**src/rtl/param_tensor_core_if.sv**
```systemverilog
// Command/result bus of the parameterised tensor core: start, opcode, operands, status and result matrix.
interface param_tensor_core_if #(
  parameter int unsigned DIM        = 3,
  parameter int unsigned DATA_WIDTH = 8
);

  logic                         should_start_tensor_core;
  logic [1:0]                   operation_select;
  logic signed [DATA_WIDTH-1:0] tensor_core_input1 [DIM][DIM];
  logic signed [DATA_WIDTH-1:0] tensor_core_input2 [DIM][DIM];
  logic                         tensor_core_busy;
  logic                         tensor_core_done;
  logic                         tensor_core_saturated;
  logic signed [DATA_WIDTH-1:0] tensor_core_output [DIM][DIM];

  // Requester side: issues commands and operands, observes status and result.
  modport master (
    output should_start_tensor_core,
    output operation_select,
    output tensor_core_input1,
    output tensor_core_input2,
    input  tensor_core_busy,
    input  tensor_core_done,
    input  tensor_core_saturated,
    input  tensor_core_output
  );

  // Core side: accepts commands and operands, produces status and result.
  modport slave (
    input  should_start_tensor_core,
    input  operation_select,
    input  tensor_core_input1,
    input  tensor_core_input2,
    output tensor_core_busy,
    output tensor_core_done,
    output tensor_core_saturated,
    output tensor_core_output
  );

endinterface

```
**src/rtl/param_tensor_core.sv**
```systemverilog
// Parameterised DIM x DIM signed tensor core: matmul, add, relu and matmul-accumulate.
// Operands are captured on start; LANES result elements are produced per RUN cycle in
// row-major order, each saturated to DATA_WIDTH before it is written.
module param_tensor_core #(
  parameter int unsigned DIM        = 3,
  parameter int unsigned DATA_WIDTH = 8,
  parameter int unsigned LANES      = 1
) (
  input logic               tensor_core_clock,
  input logic               tensor_core_reset,
  param_tensor_core_if.slave bus
);

  localparam int unsigned NUM_ELEMS = DIM * DIM;
  localparam int unsigned IDX_W     = $clog2(NUM_ELEMS + LANES + 1);
  localparam int unsigned POS_W     = $clog2(DIM);
  localparam int unsigned LANE_W    = (LANES > 1) ? $clog2(LANES) : 1;
  localparam int unsigned WIDE_W    = 2 * DATA_WIDTH + $clog2(DIM) + 1;

  localparam logic signed [WIDE_W-1:0] SAT_MAX = WIDE_W'((2 ** (DATA_WIDTH - 1)) - 1);
  localparam logic signed [WIDE_W-1:0] SAT_MIN = ~SAT_MAX;

  localparam logic [1:0] OP_MATMUL = 2'b00;
  localparam logic [1:0] OP_ADD    = 2'b01;
  localparam logic [1:0] OP_RELU   = 2'b10;
  localparam logic [1:0] OP_MAC    = 2'b11;

  typedef enum logic [1:0] {
    IDLE = 2'b00,
    RUN  = 2'b01,
    DONE = 2'b10
  } state_t;

  state_t state_q, state_d;
  logic   busy_q, busy_d;
  logic   done_q, done_d;
  logic   sat_q;

  logic [1:0]                   op_q;
  logic signed [DATA_WIDTH-1:0] a_q   [DIM][DIM];
  logic signed [DATA_WIDTH-1:0] b_q   [DIM][DIM];
  logic signed [DATA_WIDTH-1:0] out_q [DIM][DIM];
  logic [IDX_W-1:0]             idx_q;

  logic accept_c;
  logic last_batch_c;

  logic                         lane_wr_c   [LANES];
  logic [POS_W-1:0]             lane_row_c  [LANES];
  logic [POS_W-1:0]             lane_col_c  [LANES];
  logic signed [DATA_WIDTH-1:0] lane_res_c  [LANES];
  logic                         lane_clip_c [LANES];

  assign accept_c     = (state_q == IDLE) && bus.should_start_tensor_core;
  assign last_batch_c = (idx_q + IDX_W'(LANES)) >= IDX_W'(NUM_ELEMS);

  // State and status register.
  always_ff @(posedge tensor_core_clock) begin
    if (tensor_core_reset) begin
      state_q <= IDLE;
      busy_q  <= 1'b0;
      done_q  <= 1'b0;
    end else begin
      state_q <= state_d;
      busy_q  <= busy_d;
      done_q  <= done_d;
    end
  end

  // Next state; busy/done are decoded from the next state so they line up with RUN/DONE.
  always_comb begin
    state_d = state_q;
    busy_d  = 1'b0;
    done_d  = 1'b0;
    unique case (state_q)
      IDLE: begin
        if (accept_c) begin
          state_d = RUN;
          busy_d  = 1'b1;
        end
      end
      RUN: begin
        if (last_batch_c) begin
          state_d = DONE;
          done_d  = 1'b1;
        end else begin
          busy_d  = 1'b1;
        end
      end
      DONE: begin
        state_d = IDLE;
      end
      default: begin
        state_d = IDLE;
      end
    endcase
  end

  // Per-lane element computation at full width followed by saturation.
  always_comb begin
    logic [IDX_W-1:0]        elem;
    logic [POS_W-1:0]        row;
    logic [POS_W-1:0]        col;
    logic signed [WIDE_W-1:0] acc;
    elem = '0;
    row  = '0;
    col  = '0;
    acc  = '0;
    for (int l = 0; l < LANES; l++) begin
      elem = idx_q + IDX_W'(l);
      lane_wr_c[LANE_W'(l)]   = (state_q == RUN) && (elem < IDX_W'(NUM_ELEMS));
      row = '0;
      col = '0;
      if (lane_wr_c[LANE_W'(l)]) begin
        row = POS_W'(elem / IDX_W'(DIM));
        col = POS_W'(elem % IDX_W'(DIM));
      end
      lane_row_c[LANE_W'(l)] = row;
      lane_col_c[LANE_W'(l)] = col;

      acc = '0;
      unique case (op_q)
        OP_MATMUL, OP_MAC: begin
          if (op_q == OP_MAC) begin
            acc = WIDE_W'(out_q[row][col]);
          end
          for (int k = 0; k < DIM; k++) begin
            acc = acc + WIDE_W'(a_q[row][POS_W'(k)]) * WIDE_W'(b_q[POS_W'(k)][col]);
          end
        end
        OP_ADD: begin
          acc = WIDE_W'(a_q[row][col]) + WIDE_W'(b_q[row][col]);
        end
        OP_RELU: begin
          acc = a_q[row][col][DATA_WIDTH-1] ? '0 : WIDE_W'(a_q[row][col]);
        end
        default: begin
          acc = '0;
        end
      endcase

      lane_clip_c[LANE_W'(l)] = 1'b0;
      if (acc > SAT_MAX) begin
        lane_res_c[LANE_W'(l)]  = SAT_MAX[DATA_WIDTH-1:0];
        lane_clip_c[LANE_W'(l)] = 1'b1;
      end else if (acc < SAT_MIN) begin
        lane_res_c[LANE_W'(l)]  = SAT_MIN[DATA_WIDTH-1:0];
        lane_clip_c[LANE_W'(l)] = 1'b1;
      end else begin
        lane_res_c[LANE_W'(l)]  = acc[DATA_WIDTH-1:0];
      end
    end
  end

  // Operand capture, element index, result writeback and sticky saturation flag.
  always_ff @(posedge tensor_core_clock) begin
    if (tensor_core_reset) begin
      op_q  <= OP_MATMUL;
      a_q   <= '{default: '0};
      b_q   <= '{default: '0};
      out_q <= '{default: '0};
      idx_q <= '0;
      sat_q <= 1'b0;
    end else if (accept_c) begin
      op_q  <= bus.operation_select;
      a_q   <= bus.tensor_core_input1;
      b_q   <= bus.tensor_core_input2;
      idx_q <= '0;
      sat_q <= 1'b0;
    end else if (state_q == RUN) begin
      idx_q <= idx_q + IDX_W'(LANES);
      for (int l = 0; l < LANES; l++) begin
        if (lane_wr_c[LANE_W'(l)]) begin
          out_q[lane_row_c[LANE_W'(l)]][lane_col_c[LANE_W'(l)]] <= lane_res_c[LANE_W'(l)];
          if (lane_clip_c[LANE_W'(l)]) begin
            sat_q <= 1'b1;
          end
        end
      end
    end
  end

  assign bus.tensor_core_busy      = busy_q;
  assign bus.tensor_core_done      = done_q;
  assign bus.tensor_core_saturated = sat_q;
  assign bus.tensor_core_output    = out_q;

endmodule

```
**src/flat_wrapper.sv**
```systemverilog
// flat-port wrapper written by rule: the top's interface ports become plain ports
module param_tensor_core_flat 
#(
  parameter int unsigned DIM        = 3,
  parameter int unsigned DATA_WIDTH = 8,
  parameter int unsigned LANES      = 1
)
  (tensor_core_clock, tensor_core_reset, bus_should_start_tensor_core, bus_operation_select, bus_tensor_core_input1, bus_tensor_core_input2, bus_tensor_core_busy, bus_tensor_core_done, bus_tensor_core_saturated, bus_tensor_core_output);
  param_tensor_core_if #(.DIM(DIM), .DATA_WIDTH(DATA_WIDTH)) bus_i ();
  input logic tensor_core_clock;
  input logic tensor_core_reset;
  input wire logic [$bits(bus_i.should_start_tensor_core)-1:0] bus_should_start_tensor_core;
  input wire logic [$bits(bus_i.operation_select)-1:0] bus_operation_select;
  input wire logic [$bits(bus_i.tensor_core_input1)-1:0] bus_tensor_core_input1;
  input wire logic [$bits(bus_i.tensor_core_input2)-1:0] bus_tensor_core_input2;
  output wire logic [$bits(bus_i.tensor_core_busy)-1:0] bus_tensor_core_busy;
  output wire logic [$bits(bus_i.tensor_core_done)-1:0] bus_tensor_core_done;
  output wire logic [$bits(bus_i.tensor_core_saturated)-1:0] bus_tensor_core_saturated;
  output wire logic [$bits(bus_i.tensor_core_output)-1:0] bus_tensor_core_output;
  assign bus_i.should_start_tensor_core = bus_should_start_tensor_core;
  assign bus_i.operation_select = bus_operation_select;
  assign bus_i.tensor_core_input1 = {>>{bus_tensor_core_input1}};
  assign bus_i.tensor_core_input2 = {>>{bus_tensor_core_input2}};
  assign bus_tensor_core_busy = bus_i.tensor_core_busy;
  assign bus_tensor_core_done = bus_i.tensor_core_done;
  assign bus_tensor_core_saturated = bus_i.tensor_core_saturated;
  assign bus_tensor_core_output = {>>{bus_i.tensor_core_output}};
  param_tensor_core #(.DIM(DIM), .DATA_WIDTH(DATA_WIDTH), .LANES(LANES)) u_core (.tensor_core_clock(tensor_core_clock), .tensor_core_reset(tensor_core_reset), .bus(bus_i));
endmodule
```
**config.mk**
```make
export PLATFORM = sky130hd
export DESIGN_NAME = param_tensor_core_flat
export DESIGN_NICKNAME = d
export VERILOG_FILES = /design/src/rtl/param_tensor_core_if.sv /design/src/rtl/param_tensor_core.sv /design/src/flat_wrapper.sv
export SDC_FILE = /design/constraint.sdc
export NUM_CORES = 1
export LEC_CHECK = 0
export ABC_AREA = 1
export CAP_MARGIN = 20
export CORE_ASPECT_RATIO = 1.2
export CORE_MARGIN = 4
export CORE_UTILIZATION = 49
export CTS_CLUSTER_SIZE = 25
export DETAILED_ROUTE_END_ITERATION = 7
export GPL_ROUTABILITY_DRIVEN = 0
export PLACE_DENSITY = 0.78
export SLEW_MARGIN = 20
export SYNTH_ARGS = -nofsm -noshare
export SYNTH_HDL_FRONTEND = slang
export SYNTH_SLANG_ARGS = --single-unit
```
**constraint.sdc**
```tcl
create_clock -name tensor_core_clock -period 8.8 [get_ports tensor_core_clock]
set_input_delay 1.76 -clock tensor_core_clock [delete_from_list [all_inputs] [get_ports tensor_core_clock]]
set_output_delay 1.76 -clock tensor_core_clock [all_outputs]
set_load 0.02 [all_outputs]
```
==> results.txt, run 1 <==
The run finished with clean final reports. The number of max-cap violations came out at 0. The leakage power came out at 5.04 nW. The fmax is 145 MHz. The initial detailed-routing violation count came out at 704.

Counting every sink on the clock net gives 227. The number of buffers on the longest clock path came out at 3. Clock tree synthesis inserted a total of 22 buffers. Setup violations remaining at the end of the flow were counted as 0. The top cell type's share of synthesized area is 46.4%. The die boundary width came out at 137 microns. The critical path capture point type is a register. For this run, the leading register cell type out of synthesis is sky130_fd_sc_hd__dfxtp_1. The remaining antenna violation count came out at 0. The mean instance size in the synthesized netlist came out at 7.44 sq um. The pin count of the biggest net entering global routing is 101. The detailed-router iteration count before antenna repair is 6.

The floorplan has 56 rows. The synthesized net count came out at 1481. The final net count came out at 1648. The initial utilization of the core area, before any placement, comes to 49.9%. Clock tree synthesis selected as its root buffer the cell sky130_fd_sc_hd__clkbuf_16. The critical path arrival is 7.26 ns. Yosys attributes the largest share of cell area to sky130_fd_sc_hd__dfxtp_1 (46%), sky130_fd_sc_hd__o21ai_0 (12%), sky130_fd_sc_hd__nand2_1 (6.4%). Counting flops and latches in the post-synthesis netlist gives 227.

In the final layout, the share of cells above drive strength 1 is 5.61%. Before CTS, the worst setup slack after placement is 1.68 ns. The worst path uses 78.5% of the clock period. The worst-case clock skew is 0.0117 ns. Setup repair after global routing left no endpoint under its margin.

The worst hold path belongs to the class reg2reg. The CTS tree is done. The peak per-stage delay on the critical path came out at 0.97 ns. The most frequent cell on the critical path is sky130_fd_sc_hd__nand2_1. The worst path setup slack after routing came out at 1.89 ns. The number of antenna diodes in the final layout is 0. The detailed-route wire length per cell is 16.4 microns. The cell area after technology mapping is 9790 sq um.

Dividing total power by cell area gives a power density of 208 nW/um^2. The cell area after placement is 12000 sq um. The slew at the pin with the worst max-slew slack came out at 1.03 ns. The die footprint came out at 22300 sq um. For this run, the number of Yosys warnings is 0. For the worst setup path, the data required time is 9.15 ns. The distinct cell type count of the synthesized netlist is 39. The I/O pin count is 224. The die height is 163 microns. The cell count after synthesis came out at 1316. The relative slew slack came out at 31.0%. The critical path is of the reg2reg type.

The post-route cell area came out at 12700 sq um. The number of hold-slack violations in the final timing report came to 0. The post-cts resize count came out at 0.

The routed layout has 9642 vias. In this run the standard cell core region covers 19600 sq um. The global-route total usage across every layer came out at 24.7%.

Of all nets on the critical path, the largest fanout is 45. The via count of the first global-routing pass is 8913. The area added between synthesis and finish came out at 30.0%. The biggest area contributor in the post-synthesis netlist is sky130_fd_sc_hd__dfxtp_1. The number of antenna violations at the first check in global routing came out at 0. The number of vias per cell after detailed routing came out at 5.49. The final sum of negative setup slack is 0 ns.

The maximum level of the CTS H-tree came out at 1. STA classifies the critical path startpoint as a register. For this run, the register share of the synthesized area comes to 46.4%. The number of buffers inserted by hold repair at cts is 0.

The clock latency of the later-clocked register in the worst-skew pair is 0.50 ns. The fraction of registers with async set/reset came out at 0%. The final wirelength came out at 28.8 mm. The global-route wire length before repair came out at 44.9 mm.

The commonest cells after synthesis are sky130_fd_sc_hd__o21ai_0 (233), sky130_fd_sc_hd__dfxtp_1 (227), sky130_fd_sc_hd__nand2_1 (167). The sum of internal, switching and leakage power came out at 2.65 mW. The number of slew-limit violations in the final report is 0.

The library cell with the highest instance count after synthesis is sky130_fd_sc_hd__o21ai_0. The worst-case IR drop observed on VDD is 0.132 mV. The remaining global-route overflow is 0. The number of enable flip-flop cells after synthesis is 0. The largest individual stage delay along the critical path comes from the cell sky130_fd_sc_hd__nor2_1. Clock-pin slew was measured on the worst setup and hold paths at 0.06 ns. Summed over all nets, the half-perimeter wirelength after detailed placement is 20.5 mm. Buffers placed on the I/O ports in this run total 223. After detailed routing, the number of remaining DRC violations is 0.

The minimum clock period is 6.91 ns. The post-CTS setup-driven buffer insertion count is 0.
==> metrics by stage <==
step	util, %	hold WS [ns]	std cells
floorplan	-	0.442	1316
global placement	61.2	0.450	1719
detailed placement	61.4	0.456	1720
CTS	64.9	0.465	1757
global route	64.9	0.478	1757
finish	64.9	0.468	1757
==> power by group <==
part	internal, mW	switching, mW
clock	0.510	0.389
combinational	0.217	0.406
sequential	1.09	0.0326
==> layer usage <==
| metal | part of all wire [%] | global-route usage [%] | vias up |
|---|---|---|---|
| met5 | 0 | 0 | - |
| li1 | - | - | 4746 |
| met4 | 3.3 | 8.35 | 0 |
| met2 | 47 | 41.1 | 426 |
| met3 | 7.7 | 3.52 | 71 |
| met1 | 42 | 32.8 | 4399 |
==> placed cells by master (no fill, tap or decap), drive strengths merged <==
cell / instances
o21ai: 235
dfxtp: 227
clkdlybuf4s50: 223
nand2: 183
nor2: 150
a21oi: 126
nand3: 118
inv: 112
clkbuf: 30
o221ai: 16
ha: 15
nand4: 10
nor3: 10
buf: 8
o21a: 6
clkinv: 6
o22ai: 5
a221oi: 3
o211ai: 2
o32ai: 2
nor4: 2
xor2: 1
o31ai: 1
o311ai: 1
a31oi: 1
a21boi: 1
fa: 1
clkinvlp: 1
==> kinds of logic after synthesis <==
| group | share of synthesized area, % |
|---|---|
| simple gates | 21.2 |
| compound gates | 21.7 |
| buf+inv | 8.42 |
| xor+xnor | 0.0895 |
| fa+ha+maj | 2.12 |
| flops | 46.4 |
==> layout make-up <==
class / count / area (sq um)
clock buffers: 30 / 642
clock inverters: 7 / 45.0
fillers: 1687 / 6890
inverters: 112 / 425
multi-input cells: 889 / 4430
flip-flops and latches: 227 / 4540
well taps: 261 / 327
repair buffers: 231 / 2310
==> state kept, by name, indices dropped and copies added, names as in the netlist <==
signal	flops
u_core.bus.tensor_core_saturated	1
u_core.bus.tensor_core_busy	1
u_core.a_q	72
u_core.bus.tensor_core_done	1
u_core.idx_q	4
u_core.bus.tensor_core_output	72
u_core.b_q	72
u_core.state_q	2
u_core.op_q	2
==> critical path, delay by kind of cell (launching register included) <==
| family | cells | cell delay, ns |
|---|---|---|
| AOI/OAI and AO/OA | 4 | 0.68 |
| adders and majority gates | 5 | 1.13 |
| buffers and inverters | 7 | 0.97 |
| DFF | 1 | 0.42 |
| and+or+nand+nor | 19 | 3.55 |
==> final timing paths <==
path                    from                           endpoint  slack [ns]  depth (start not counted)
max          u_core.idx_q[3]  u_core.bus.tensor_core_output[54]        1.89                         35
min           u_core.b_q[55]                     u_core.b_q[55]        0.47                          2
max reg2reg  u_core.idx_q[3]  u_core.bus.tensor_core_output[54]        1.89                         35
min reg2reg   u_core.b_q[55]                     u_core.b_q[55]        0.47                          2
Note: power is estimated with default switching activity, not from simulation.
==> run 2, diff against run 1 <==
==> constraint.sdc (replaced) <==
create_clock -name tensor_core_clock -period 6.6 [get_ports tensor_core_clock]
set_input_delay 1.32 -clock tensor_core_clock [delete_from_list [all_inputs] [get_ports tensor_core_clock]]
set_output_delay 1.32 -clock tensor_core_clock [all_outputs]
set_load 0.02 [all_outputs]
==> run 2 against run 1 <==
Utilization up 0.31 points. Sequential cell count unchanged. Sequential share of layout area down 0.17 points. Wire length up 2.6%.
==> results.txt, run 2 (synthesized netlist as in run 1, its figures left out) <==
The peak per-stage delay on the critical path came out at 0.44 ns. The critical path arrival came out at 6.10 ns. In this run switching power makes up 31.1% of total power. The library cell used most frequently in the layout, excluding fill and tap cells, is sky130_fd_sc_hd__o21ai_0. The cell with the largest stage delay on the worst path is sky130_fd_sc_hd__inv_1. The flow ran to the end, and the final reports show no timing, DRC or antenna violations. The internal power contribution came out at 2.49 mW.

The sum of internal, switching and leakage power is 3.61 mW. The row count is 56. The fill cell instance count of the final layout is 1711. The initial detailed-routing violation count came out at 828. The fraction of final layout cells with drive strength greater than 1 came out at 6.05%. The worst-case clock skew came out at 0.0120 ns. For this design, the CTS-stage hold fixing added 0 buffers. After legalization and detailed placement, the total HPWL measured 21.2 mm.

The clock sink count came out at 227. The required time reported for the critical path endpoint is 6.95 ns. The worst path uses 87.1% of the clock period. The count of buffers from port buffering is 223. The number of slew-limit violations in the final report is 0.

The relative slew slack came out at 27.3%. The number of antenna violations at the first check in global routing came out at 0. The area of the core came out at 19600 sq um. The post-place setup slack is 0.983 ns. CTS placed an instance of sky130_fd_sc_hd__clkbuf_16 at the clock tree root. Signal routing reaches up to met4. The total number of vias came out at 9696. Clock tree synthesis inserted a total of 22 buffers.

The clock latency of the later-clocked register in the worst-skew pair came out at 0.51 ns. The die height is 163 microns. The type of the worst setup path is reg2reg. The tool flagged a number of max-cap violations equal to 0.

STA classifies the critical path startpoint as a register. By instance count, the cell type seen most on the critical path is sky130_fd_sc_hd__nand2_1. Once detail routing completed, the nets flagged for antenna violations numbered 0. The worst path needs 5.75 ns of the cycle, external delays included.

The floorplan step set the die width to 137 microns. The fmax came out at 174 MHz. The via count of the first global-routing pass came out at 9253. The clock network fraction of design power came out at 35.0%. The pin count of the biggest net entering global routing came out at 127. The reg-to-reg setup timing slack came out at 0.85 ns. The detailed-route wire length per cell is 16.8 microns.

The switching power summed over all nets is 1.12 mW. Along the worst path, the maximum fanout reaches 16. STA classifies the critical path endpoint as a register. Setup violations remaining at the end of the flow were counted as 0. Setup slack closes at 0.850 ns. The number of hold-slack violations in the final timing report came to 0.

The slew at the pin with the worst max-slew slack came out at 1.09 ns. Relative to the synthesized area, the layout overhead comes to 30.6%. The post-cts resize count is 0.

The met1 layer wirelength in the final routing is 11.8 mm. The clock slew seen by the registers of the worst setup and hold paths came out at 0.06 ns. The final sum of negative setup slack came out at 0 ns. Dividing the detail-routed via count by the number of cells gives 5.50. The maximum ir drop on the vdd rail is 0.162 mV.

The detailed-router iteration count before antenna repair came out at 5. The maximum level of the CTS H-tree came out at 1. The remaining global-route overflow came out at 0. TritonCTS built the clock tree. The total power per unit cell area came out at 282 nW/um^2. Sequential cells burn 41.7% of the power.

Combinational logic is responsible for 23.3% of the overall power. The final wirelength is 29.6 mm. The number of buffers on the longest clock path is 3. The number of antenna repair diodes is 0.

The met3 layer wire length in the routed design is 2.45 mm. The global-route wire length before repair is 46.4 mm. The min-delay analysis places its worst path in the category reg2reg.

In the layout the commonest cells are sky130_fd_sc_hd__o21ai_0 (233), sky130_fd_sc_hd__dfxtp_1 (227), sky130_fd_sc_hd__clkdlybuf4s50_1 (223). For this design the top-level I/O count stands at 224. The post-CTS setup-driven buffer insertion count came out at 0.

The starting density of the core is 49.9%. Across every metal layer, demand over resource in global routing totals 25.6%. The leakage power came out at 5.08 nW. The final net count came out at 1653. Setup repair after global routing left no endpoint under its margin. The post-detailed-route DRC marker count came out at 0. The die footprint came out at 22300 sq um.

The met2 wire length is 13.9 mm.
## run 2: cell types whose count changed in the layout (fill, tap and decap cells not counted), moves of 2 or more
cell and change:
sky130_fd_sc_hd__buf_4 +5, sky130_fd_sc_hd__clkinv_4 -2, sky130_fd_sc_hd__clkinv_2 +4, sky130_fd_sc_hd__clkbuf_8 -2, sky130_fd_sc_hd__bufinv_16 +2
## run 2: cell type report
cell class | count | area (sq um) | share of cell area [%]
timing repair buffer | 236 | 2330 | 18.2
sequential | 227 | 4540 | 35.5
tap | 261 | 327 | 2.55
inverter | 112 | 425 | 3.33
multi-input combinational | 889 | 4430 | 34.7
clock buffer | 27 | 611 | 4.77
clock inverter | 12 | 115 | 0.900
## run 2: power groups by stage
stage	clock, mW	combinational (mW)	sequential [mW]
finish	1.27	0.840	1.50
global route	1.34	0.922	1.51
CTS	1.27	0.835	1.50
detailed placement	0	0.829	1.53
global placement	0	0.811	1.53
floorplan	0	0.499	1.54
## run 2: worst paths after layout
path	start	endpoint	cells after the start
worst max-delay path	u_core.idx_q[3]	u_core.bus.tensor_core_output[70]	37
worst min-delay path	u_core.b_q[46]	u_core.b_q[46]	2
worst max register to register	u_core.idx_q[3]	u_core.bus.tensor_core_output[70]	37
worst min register to register	u_core.b_q[46]	u_core.b_q[46]	2
## run 2: metal layers
layer	global-route usage, %	up-vias
met3	4.67	106
met2	41.2	468
met5	0	-
met1	32.8	4376
met4	12.9	0
li1	-	4746
## run 2: metrics by stage
stage	util [%]	cell area [sq um]	instances	hold WS (ns)
detailed placement	61.4	12100	1725	0.461
global placement	61.4	12100	1725	0.452
finish	65.2	12800	1764	0.472
global route	65.2	12800	1764	0.493
CTS	65.1	12800	1764	0.470
floorplan	-	9790	1316	0.442
## run 2: critical path: cells and delay by family (launching register included)
family	cells	cell delay [ns]
AO/OA/AOI/OAI	4	0.54
adder cells (fa/ha/maj)	5	1.13
buffers and inverters	7	0.94
flip-flops	1	0.41
AND/OR/NAND/NOR	21	2.60
